### src/rtl/pirdsp_pkg.sv
`default_nettype none
// +----------------------------------------------------------------------+
// | pirdsp_pkg                                                            |
// | Shared widths, multiplier mode codes and accumulator state encoding.  |
// | Revision: 1.0                                                         |
// +----------------------------------------------------------------------+
package pirdsp_pkg;

    localparam int ACC_W = 48;
    localparam int IN_W  = 45;

    localparam logic [1:0] MODE_27X18   = 2'b00;
    localparam logic [1:0] MODE_SUM_9X9 = 2'b01;
    localparam logic [1:0] MODE_SUM_4X4 = 2'b10;
    localparam logic [1:0] MODE_SUM_2X2 = 2'b11;

    typedef enum logic [1:0] {
        S_IDLE  = 2'd0,
        S_ACCUM = 2'd1,
        S_HOLD  = 2'd2
    } acc_state_t;

    // SIMD modes keep the two lanes as independent sums.
    function automatic logic mode_is_simd(input logic [1:0] mode);
        return (mode == MODE_SUM_9X9) || (mode == MODE_SUM_4X4) ||
               (mode == MODE_SUM_2X2);
    endfunction

endpackage
`default_nettype wire

### src/rtl/pirdsp_acc_lane.sv
`default_nettype none
// +----------------------------------------------------------------------+
// | pirdsp_acc_lane                                                       |
// | One accumulator lane: operand extension, load/accumulate, overflow.   |
// | Revision: 1.0                                                         |
// +----------------------------------------------------------------------+
module pirdsp_acc_lane #(
    parameter int ACC_W = pirdsp_pkg::ACC_W,
    parameter int IN_W  = pirdsp_pkg::IN_W
) (
    input  logic             clk,
    input  logic             reset,
    input  logic             valid,
    input  logic             load,
    input  logic             signed_op,
    input  logic             use_presum,
    input  logic             zero_operand,
    input  logic [IN_W-1:0]  operand,
    input  logic [ACC_W-1:0] presum,
    output logic [ACC_W-1:0] acc,
    output logic             overflow
);
    import pirdsp_pkg::*;

    logic [ACC_W-1:0] r_acc;
    logic [ACC_W-1:0] w_ext;
    logic [ACC_W-1:0] w_addend;
    logic [ACC_W:0]   w_sum;
    logic             w_adding;
    logic             w_ovf_signed;
    logic             w_ovf_unsigned;

    assign w_ext = signed_op ? {{(ACC_W-IN_W){operand[IN_W-1]}}, operand}
                             : {{(ACC_W-IN_W){1'b0}}, operand};

    always_comb begin
        w_addend = w_ext;
        if (zero_operand) begin
            w_addend = '0;
        end else if (use_presum) begin
            w_addend = presum;
        end
    end

    assign w_sum    = {1'b0, r_acc} + {1'b0, w_addend};
    assign w_adding = valid & ~load & ~zero_operand;

    assign w_ovf_signed   = (r_acc[ACC_W-1] == w_addend[ACC_W-1]) &&
                            (w_sum[ACC_W-1] != r_acc[ACC_W-1]);
    assign w_ovf_unsigned = w_sum[ACC_W];

    assign overflow = w_adding & (signed_op ? w_ovf_signed : w_ovf_unsigned);

    // A forced-zero lane reloads every beat so it can never drift from 0.
    always_ff @(posedge clk) begin
        if (reset) begin
            r_acc <= '0;
        end else if (valid) begin
            if (load || zero_operand) begin
                r_acc <= w_addend;
            end else begin
                r_acc <= w_sum[ACC_W-1:0];
            end
        end
    end

    assign acc = r_acc;

endmodule
`default_nettype wire

### src/rtl/pirdsp_mult_accumulator.sv
`default_nettype none
// +----------------------------------------------------------------------+
// | pirdsp_mult_accumulator                                               |
// | Two-stage post-adder/accumulator behind the PIRDSP multiplier, with   |
// | burst control and a valid/ready result port.                          |
// | Revision: 1.0                                                         |
// +----------------------------------------------------------------------+
module pirdsp_mult_accumulator #(
    parameter int ACC_W = pirdsp_pkg::ACC_W,
    parameter int IN_W  = pirdsp_pkg::IN_W
) (
    input  logic             clk,
    input  logic             reset,
    input  logic             in_valid,
    output logic             in_ready,
    input  logic             in_last,
    input  logic [1:0]       mode,
    input  logic             signed_op,
    input  logic [IN_W-1:0]  result_0,
    input  logic [IN_W-1:0]  result_1,
    input  logic [15:0]      result_SIDM_carry,
    output logic             out_valid,
    input  logic             out_ready,
    output logic [ACC_W-1:0] acc_0,
    output logic [ACC_W-1:0] acc_1,
    output logic             overflow,
    output logic [7:0]       beat_count
);
    import pirdsp_pkg::*;

    acc_state_t       r_state;
    logic             r_in_ready;
    logic [1:0]       r_mode;
    logic             r_signed;
    logic [7:0]       r_beat_count;
    logic             r_overflow;

    logic             r_s1_valid;
    logic             r_s1_first;
    logic             r_s1_last;
    logic [IN_W-1:0]  r_s1_res0;
    logic [IN_W-1:0]  r_s1_res1;
    logic [15:0]      r_unused_carry;
    logic             r_s2_last;

    logic             w_accept;
    logic             w_first;
    logic             w_out_fire;
    logic             w_mode_full;
    logic [ACC_W-1:0] w_ext0;
    logic [ACC_W-1:0] w_ext1;
    logic [ACC_W-1:0] w_presum;

    logic [IN_W-1:0]  w_lane_in  [2];
    logic [ACC_W-1:0] w_lane_acc [2];
    logic [1:0]       w_lane_ovf;

    assign w_accept   = in_valid & r_in_ready;
    assign w_first    = w_accept & (r_state == S_IDLE);
    assign w_out_fire = (r_state == S_HOLD) & out_ready;

    always_ff @(posedge clk) begin
        if (reset) begin
            r_state <= S_IDLE;
        end else begin
            case (r_state)
                S_IDLE:  if (w_accept)   r_state <= S_ACCUM;
                S_ACCUM: if (r_s2_last)  r_state <= S_HOLD;
                S_HOLD:  if (w_out_fire) r_state <= S_IDLE;
                default: r_state <= S_IDLE;
            endcase
        end
    end

    // Input closes as soon as the last beat is taken, before the FSM sees it.
    always_ff @(posedge clk) begin
        if (reset) begin
            r_in_ready <= 1'b0;
        end else if (w_accept && in_last) begin
            r_in_ready <= 1'b0;
        end else if (w_out_fire || (r_state == S_IDLE)) begin
            r_in_ready <= 1'b1;
        end
    end

    always_ff @(posedge clk) begin
        if (reset) begin
            r_mode       <= MODE_27X18;
            r_signed     <= 1'b0;
            r_beat_count <= '0;
        end else if (w_first) begin
            r_mode       <= mode;
            r_signed     <= signed_op;
            r_beat_count <= 8'd1;
        end else if (w_accept && (r_beat_count != 8'hFF)) begin
            r_beat_count <= r_beat_count + 8'd1;
        end
    end

    always_ff @(posedge clk) begin
        if (reset) begin
            r_s1_valid     <= 1'b0;
            r_s1_first     <= 1'b0;
            r_s1_last      <= 1'b0;
            r_s1_res0      <= '0;
            r_s1_res1      <= '0;
            r_unused_carry <= '0;
            r_s2_last      <= 1'b0;
        end else begin
            r_s1_valid <= w_accept;
            r_s1_first <= w_first;
            r_s1_last  <= w_accept & in_last;
            r_s2_last  <= r_s1_valid & r_s1_last;
            if (w_accept) begin
                r_s1_res0      <= result_0;
                r_s1_res1      <= result_1;
                r_unused_carry <= result_SIDM_carry;
            end
        end
    end

    // Full-width mode folds both lanes into lane 0 before accumulation.
    assign w_mode_full = ~mode_is_simd(r_mode);
    assign w_ext0 = r_signed ? {{(ACC_W-IN_W){r_s1_res0[IN_W-1]}}, r_s1_res0}
                             : {{(ACC_W-IN_W){1'b0}}, r_s1_res0};
    assign w_ext1 = r_signed ? {{(ACC_W-IN_W){r_s1_res1[IN_W-1]}}, r_s1_res1}
                             : {{(ACC_W-IN_W){1'b0}}, r_s1_res1};
    assign w_presum = w_ext0 + w_ext1;

    assign w_lane_in[0] = r_s1_res0;
    assign w_lane_in[1] = r_s1_res1;

    genvar g;
    generate
        for (g = 0; g < 2; g = g + 1) begin : g_lane
            pirdsp_acc_lane #(
                .ACC_W (ACC_W),
                .IN_W  (IN_W)
            ) u_lane (
                .clk          (clk),
                .reset        (reset),
                .valid        (r_s1_valid),
                .load         (r_s1_first),
                .signed_op    (r_signed),
                .use_presum   ((g == 0) && w_mode_full),
                .zero_operand ((g == 1) && w_mode_full),
                .operand      (w_lane_in[g]),
                .presum       ((g == 0) ? w_presum : {ACC_W{1'b0}}),
                .acc          (w_lane_acc[g]),
                .overflow     (w_lane_ovf[g])
            );
        end
    endgenerate

    always_ff @(posedge clk) begin
        if (reset) begin
            r_overflow <= 1'b0;
        end else if (w_first) begin
            r_overflow <= 1'b0;
        end else if (r_s1_valid) begin
            r_overflow <= r_overflow | (|w_lane_ovf);
        end
    end

    assign in_ready   = r_in_ready;
    assign out_valid  = (r_state == S_HOLD);
    assign acc_0      = w_lane_acc[0];
    assign acc_1      = w_lane_acc[1];
    assign overflow   = r_overflow;
    assign beat_count = r_beat_count;

endmodule
`default_nettype wire

### config.mk
export PLATFORM = sky130hd
export DESIGN_NAME = pirdsp_mult_accumulator
export DESIGN_NICKNAME = d
export VERILOG_FILES = /design/src/rtl/pirdsp_pkg.sv /design/src/rtl/pirdsp_acc_lane.sv /design/src/rtl/pirdsp_mult_accumulator.sv
export SDC_FILE = /design/constraint.sdc
export NUM_CORES = 1
export LEC_CHECK = 0
export ABC_AREA = 1
export CORE_AREA = 2 2 196 198
export DETAILED_ROUTE_END_ITERATION = 16
export DIE_AREA = 0 0 198 200
export GPL_TIMING_DRIVEN = 0
export MAX_ROUTING_LAYER = met4
export PLACE_DENSITY = 0.83
export RECOVER_POWER = 25
export SLEW_MARGIN = 20
export SYNTH_ARGS = -nofsm -noshare
export SYNTH_HDL_FRONTEND = slang
export SYNTH_HIERARCHICAL = 1
export SYNTH_SLANG_ARGS = --single-unit
### constraint.sdc
create_clock -name clk -period 3.75 [get_ports clk]
set_input_delay 1.125 -clock clk [delete_from_list [all_inputs] [get_ports clk]]
set_output_delay 1.125 -clock clk [all_outputs]
set_load 0.03 [all_outputs]
* Word level (Yosys, flattened, before mapping) *
Index checks and enable logic that the tools add are counted.

storage, ports and cells
  input port bits = 114
  output and inout bits = 107
  register bits = 205

operators by class
  equality and inequality tests = 13
  reduce and logical (&&, ||, !) cells = 14
  $add $sub $neg = 4
  bitwise operators = 12
  muxes and demuxes = 14

operator list
  operator                                        count
  two-way mux 48 bit                              6
  adder 48 x 48 -> 49 bit                         2
  adder 48 bit                                    1
  AND 1 bit                                       9
  adder 8 x 1 -> 8 bit (second input constant)    1
  != test 8 bit (second input constant)           1
  == test 2 bit (second input constant)           3
  two-way mux 2 bit                               3
  one-hot mux 2 bit (3 select lines)              1
  OR reduction 2 bit                              3
  == test 2 x 1 -> 1 bit (second input constant)  2
  logical AND 1 bit                               4
  logical OR 1 bit                                4
  two-way mux 1 bit                               4
  != test 2 bit (second input constant)           2
  AND reduction 3 bit                             1
  == test 1 bit                                   2
  zero test 2 bit                                 1
  != test 1 bit                                   2
  != test 2 x 1 -> 1 bit (second input constant)  1
  NOT 1 bit                                       2
  nonzero test 2 bit                              1
  OR 1 bit                                        1

* Logic depth before layout (Yosys ltp) *
  word-level depth = 11
  mapped depth = 29
  depth with buffers taken out = 29

* By module *
Netlist, hierarchy kept.

modules (own cells, without submodules)
  module                   cells an instance  area an instance (um^2)  sequential area each (um^2)  instances
  pirdsp_acc_lane          1404               7153.1                   960.9                        2
  pirdsp_mult_accumulator  1374               7970.1                   2182.1                       1

* Worst setup path after synthesis *
No wires, ideal clock.

  path type = register to register
  from = register r_s1_res0[0]
  to = register r_overflow (netlist: overflow)
  setup slack = 430 ps
  clock period less this slack = 3320 ps
  library setup time = 119 ps
  stages on the path, launching flop included = 29
  path buffers = 0
  data required time = 3631 ps
  arrival = 3200 ps
  path through = dfxtp_1 -> ha_1 -> fa_1 -> nand2_1 -> nand2_1 -> nand3_1 -> nand2_1 -> nand2_1 -> nand3_2 -> nand2_1 -> nand2_1 -> nand2_1 -> nand2_1 -> nor2_1 -> nor2_1 -> ha_1 -> nand2_2 -> nor2_1 -> inv_1 -> nor2_1 -> nand2_1 -> nor2_1 -> nand2_1 -> nand3_1 -> nand2_1 -> nand3_1 -> a21oi_1 -> o21ai_0 -> a21oi_1

on the way
  word-level cells in the longest chain between the ends = 10
  elaborated cells on any way between the ends = 11
  those cells by class = 2 x add/sub; 2 x eq/ne; 3 x mux; 2 x bitwise; 2 x reduce/logical

ends and longest elaborated chain
  what                       line                            source
  start: declaration         pirdsp_mult_accumulator.sv:41   logic [IN_W-1:0] r_s1_res0;
  start signal: assignment   pirdsp_mult_accumulator.sv:115  r_s1_res0 <= result_0;
  two-way mux 48 bit *       pirdsp_mult_accumulator.sv:124  assign w_ext0 = r_signed ? {{(ACC_W-IN_W){r_s1_res0[IN_W-1]}}, r_s1_res0}
  adder 48 bit *             pirdsp_mult_accumulator.sv:128  assign w_presum = w_ext0 + w_ext1;
  named net w_presum[40]     pirdsp_mult_accumulator.sv:52   logic [ACC_W-1:0] w_presum;
  two-way mux 48 bit *       pirdsp_acc_lane.sv:40           end else if (use_presum) begin
  adder 48 x 48 -> 49 bit *  pirdsp_acc_lane.sv:45           assign w_sum = {1'b0, r_acc} + {1'b0, w_addend};
  != test 1 bit              pirdsp_acc_lane.sv:49           (w_sum[ACC_W-1] != r_acc[ACC_W-1]);
  logical AND 1 bit          pirdsp_acc_lane.sv:48           assign w_ovf_signed = (r_acc[ACC_W-1] == w_addend[ACC_W-1]) &&
  two-way mux 1 bit *        pirdsp_acc_lane.sv:52           assign overflow = w_adding & (signed_op ? w_ovf_signed : w_ovf_unsigned);
  AND 1 bit *                pirdsp_acc_lane.sv:52
  named net w_lane_ovf[0]    pirdsp_mult_accumulator.sv:56   logic [1:0] w_lane_ovf;
  OR reduction 2 bit *       pirdsp_mult_accumulator.sv:161  r_overflow <= r_overflow | (|w_lane_ovf);
  OR 1 bit *                 pirdsp_mult_accumulator.sv:161
  end signal: assignment     pirdsp_mult_accumulator.sv:161
  end: declaration           pirdsp_mult_accumulator.sv:36   logic r_overflow;

The timed path passes the listed nets; every way through them passes the cells marked *.
A chain may end at the register's enable or synchronous reset.

* Worst setup path in the final report *
  from = register r_mode[1]
  to = register r_overflow (netlist: overflow)

on the way
  word-level cells in the longest chain between the ends = 11
  elaborated cells on any way between the ends = 22
  those cells by class = 2 x add/sub; 7 x eq/ne; 4 x mux; 4 x bitwise; 5 x reduce/logical

ends and longest elaborated chain
  what                                                     line                            source
  start: declaration                                       pirdsp_mult_accumulator.sv:33   logic [1:0] r_mode;
  start signal: assignment                                 pirdsp_mult_accumulator.sv:92   r_mode <= mode;
  == test 2 x 1 -> 1 bit or == test 2 bit (tied branches)  pirdsp_pkg.sv:25                return (mode == MODE_SUM_9X9) || (mode == MODE_SUM_4X4) ||
  logical OR 1 bit                                         pirdsp_pkg.sv:25
  logical OR 1 bit *                                       pirdsp_pkg.sv:25
  two-way mux 48 bit *                                     pirdsp_acc_lane.sv:40
  adder 48 x 48 -> 49 bit                                  pirdsp_acc_lane.sv:45
  != test 1 bit                                            pirdsp_acc_lane.sv:49
  logical AND 1 bit                                        pirdsp_acc_lane.sv:48
  two-way mux 1 bit *                                      pirdsp_acc_lane.sv:52
  AND 1 bit *                                              pirdsp_acc_lane.sv:52
  named net w_lane_ovf[0]                                  pirdsp_mult_accumulator.sv:56
  OR reduction 2 bit *                                     pirdsp_mult_accumulator.sv:161
  OR 1 bit *                                               pirdsp_mult_accumulator.sv:161

Marks and branches as above.

==> impl_metrics.json <==
{
  "result_of_the_run": "finished with violations",
  "violations_in_the_final_reports": "negative setup slack",
  "die_span_x_um": 198,
  "dpl.hpwl_um": 72520,
  "grt_overflow_total": 0,
  "critical_path_source_type": "flop",
  "place.gp.congestion": 1.091,
  "max_slew.worst_pin.slew_ps": 1123,
  "finalMaxSlewViolations": 0,
  "layout.nets": 4758,
  "cts.hold.buffers_added": 0,
  "unrepaired_setup_endpoints_after_global_routing": "yes",
  "synth_seq_area_share_pct": 18.42,
  "power.density_cell_area_mw_per_mm2": 272.0,
  "regToRegEndpoint": "overflow",
  "reg2regPathDepth": 21,
  "timing.reg2reg.setup_slack_ps": -180,
  "switchingPower_mw": 2.919,
  "track_usage_pct": 46.17,
  "io_pins": 221,
  "fmax_mhz": 254.6,
  "first_pass_iters": 6,
  "drc": 0,
  "initialDrtViolationCount": 3273,
  "crit_end": "overflow",
  "netlist.top_cell.by_area": "sky130_fd_sc_hd__nand2_1",
  "ys_types": 38,
  "route.final.wire_length_um": 92860,
  "postSynthCellCount": 4182,
  "numCtsBuffers": 27,
  "critPathKind": "reg -> reg",
  "post_drt_wl_per_cell_um": 18.45,
  "hold_path_class": "reg -> reg",
  "internal-power_mw": 4.786,
  "vdd_ir_drop_max_mv": 0.4138,
  "route.vias.total": 27840,
  "clk_path_buf_depth": 3,
  "final.period_utilization_pct": 104.8,
  "mappedNetlistArea_mm2": 0.02228,
  "ctsRootBufferMaster": "sky130_fd_sc_hd__clkbuf_16",
  "fp.dieH_um": 200,
  "synthesis.area_per_instance_um2": 5.327,
  "timing_hold_violations_final": 0,
  "die-area_mm2": 0.03960,
  "met3_usage_pct": 11.48,
  "report.final.setup_viol": 2,
  "r2r_start": "r_mode[1]",
  "cts.clk_slew.worst_paths_ps": 60,
  "synth.area.top_cells": "sky130_fd_sc_hd__nand2_1, sky130_fd_sc_hd__dfxtp_1, sky130_fd_sc_hd__inv_1",
  "critical_path_arrival_ps": 4430,
  "grt_max_degree": 13,
  "primary_flip_flop_cell_chosen_by_synthesis_mapping": "sky130_fd_sc_hd__dfxtp_1",
  "port-buffer-count": 204,
  "grt_pass1_vias": 24510,
  "cts.sinks": 205,
  "power_frac_seq_pct": 32.9,
  "setup.worst_path.end_class": "flop",
  "route.detailed.vias_per_inst": 5.531,
  "busiest_layer": "met2",
  "detail-route-antenna-nets": 0,
  "initial_cell_density_of_the_core_pct": 59.56,
  "synthTopCellsByCount": "sky130_fd_sc_hd__nand2_1, sky130_fd_sc_hd__inv_1, sky130_fd_sc_hd__nor2_1, sky130_fd_sc_hd__o21ai_0, sky130_fd_sc_hd__dfxtp_1",
  "core_area_mm2": 0.03740,
  "max-cap-violations": 0,
  "synth-async-reset-ratio_pct": 0,
  "latest_clock_arrival_within_the_worst_skew_pair_ps": 580,
  "number_of_synthesized_register_bits": 205,
  "yosys.cell_count.top_type": "sky130_fd_sc_hd__nand2_1",
  "fin_util_pct": 75.74,
  "share_of_final_layout_standard_cells_stronger_than_drive_strength_1_pct": 12.91,
  "area_delta_synth_final_pct": 27.15,
  "critPathMaxFanout": 10,
  "crit_path_start": "r_mode[1]",
  "nFillCells": 3199,
  "power_switching_share_pct": 37.88,
  "timing.clock.skew_ps": 18.71,
  "power_frac_comb_pct": 33.5,
  "netlist.area_leader.share_pct": 23.35,
  "grt_util_met1_pct": 55.59,
  "total_leakage_power_nw": 14.68,
  "first_pass_grt_wire_length_um": 135600,
  "rows": 71,
  "synth-warning-count": 6,
  "tritoncts": "done",
  "met2_track_usage_gr_pct": 69.89,
  "antenna_found_initial": 4,
  "final_worst_setup_slack_ps": -178.3,
  "final_period_minus_worst_setup_slack_ps": 3928,
  "total_number_of_h_tree_levels": 1,
  "max-slew-margin-rel_pct": 25.05,
  "synth_edf_count": 0,
  "cp_data_required_time_ps": 4250,
  "timing.hold.ws_ps": 425.2,
  "pwr-share-clk_pct": 33.6
}
[critical path, cell delays in order (launching register included)]
cell and delay [ps]:
sky130_fd_sc_hd__dfxtp_1 330, sky130_fd_sc_hd__nor2_4 310, sky130_fd_sc_hd__clkbuf_4 330, sky130_fd_sc_hd__clkbuf_2 240, sky130_fd_sc_hd__o21ai_0 140, sky130_fd_sc_hd__nor2_2 240
sky130_fd_sc_hd__ha_4 220, sky130_fd_sc_hd__inv_1 60, sky130_fd_sc_hd__fa_1 350, sky130_fd_sc_hd__inv_1 150, sky130_fd_sc_hd__nand3_1 110, sky130_fd_sc_hd__nand3_2 120
sky130_fd_sc_hd__nand2_1 80, sky130_fd_sc_hd__nand3_2 130, sky130_fd_sc_hd__nand2_1 100, sky130_fd_sc_hd__nand2_2 130, sky130_fd_sc_hd__nand3_1 90, sky130_fd_sc_hd__nand4_1 70
sky130_fd_sc_hd__nand2_1 90, sky130_fd_sc_hd__a21oi_2 230, sky130_fd_sc_hd__o21ai_2 120, sky130_fd_sc_hd__a21oi_1 200
[power groups by stage]
stage	clock, mW	sequential (mW)	combinational [mW]
after floorplan	0	2.55	1.25
after global placement	0	2.52	2.05
after detailed placement	0	2.52	2.07
after CTS	2.59	2.50	2.32
after global routing	2.69	2.53	2.75
final	2.59	2.54	2.58
[what timing repair did]
item | 4_1_cts | 5_1_grt
gates resized for setup | 257 | 216
endpoints found under the hold margin | 0 | 0
buffers inserted | 15 | 17
pin swaps | 40 | 55
endpoints found under the setup margin | 32 | 31
[through the flow]
step           std cells  setup WS (ps)  power [mW]  area (um2)  TNS [ps]
2_1_floorplan       4234          430.4       3.806       22470         0
3_3_place_gp        4949          -1084       4.566       25150    -10060
3_5_place_dp        4949          -1099       4.589       25150    -10410
4_1_cts             5011         -80.36       7.421       27360    -80.36
5_1_grt             5031         -314.9       7.976       28320     -1452
6_report            5033         -178.3       7.704       28320    -218.9
[registers in the layout, summed over array words and instances, names as in the netlist]
| name | cells |
|---|---|
| r_s1_res1 | 45 |
| r_s1_first | 1 |
| r_mode | 2 |
| r_s1_valid | 1 |
| g_lane.u_lane/acc | 96 |
| r_signed | 1 |
| overflow | 1 |
| r_state | 2 |
| in_ready | 1 |
| r_s2_last | 1 |
| r_s1_last | 1 |
| beat_count | 8 |
| r_s1_res0 | 45 |
[placed cells by master (no fill, tap or decap), types with 98 or more instances in the layout]
cell type | synthesis | layout
sky130_fd_sc_hd__a21oi_1 | 173 | 151
sky130_fd_sc_hd__dfxtp_1 | 205 | 138
sky130_fd_sc_hd__inv_1 | 757 | 753
sky130_fd_sc_hd__o21ai_0 | 304 | 298
sky130_fd_sc_hd__nor2_1 | 608 | 505
sky130_fd_sc_hd__clkdlybuf4s50_1 | 0 | 156
sky130_fd_sc_hd__nor2_2 | 43 | 98
sky130_fd_sc_hd__nand2_1 | 1386 | 1331
sky130_fd_sc_hd__nand3_1 | 183 | 169
[worst min-delay path by stage]
stage	cells past startpoint	startpoint	slack, ps	end
after floorplan	2	r_s1_last	400	r_s2_last
after global placement	2	r_s1_last	410	r_s2_last
after detailed placement	2	r_s1_last	420	r_s2_last
after CTS	2	r_s1_last	430	r_s2_last
after global routing	2	r_s1_last	440	r_s2_last
final	2	r_s1_last	430	r_s2_last
[kinds of logic (layout without fill, tap and decap cells)]
group | count (synthesis) | count (layout) | synth area share [%]
buf+inv | 881 | 1163 | 15.27
fa+ha+maj | 146 | 146 | 8.302
compound gates | 539 | 539 | 12.64
flops | 205 | 205 | 18.42
other cells | 1 | 59 | 0.01683
simple gates | 2375 | 2375 | 43.97
xor+xnor | 35 | 35 | 1.376
[routing by layer]
metal  up-vias  part of all wire, %
met5         -                    0
met4         0                  7.7
met3       374                   12
met2      1639                   42
met1     12350                   38
li1      13480                    -
[cell type report]
cell class	count	area [um2]	share of cell area, %
multi-input combinational	3148	16830	59.43
sequential	205	4230	14.94
inverter	774	2909	10.27
timing repair buffer	235	2337	8.252
clock buffer	36	769.5	2.717
tap	511	639.4	2.257
buffer	107	499.2	1.763
clock inverter	11	92.59	0.3269
antenna	6	15.01	0.05301
Power figures use the tool's default switching activity.
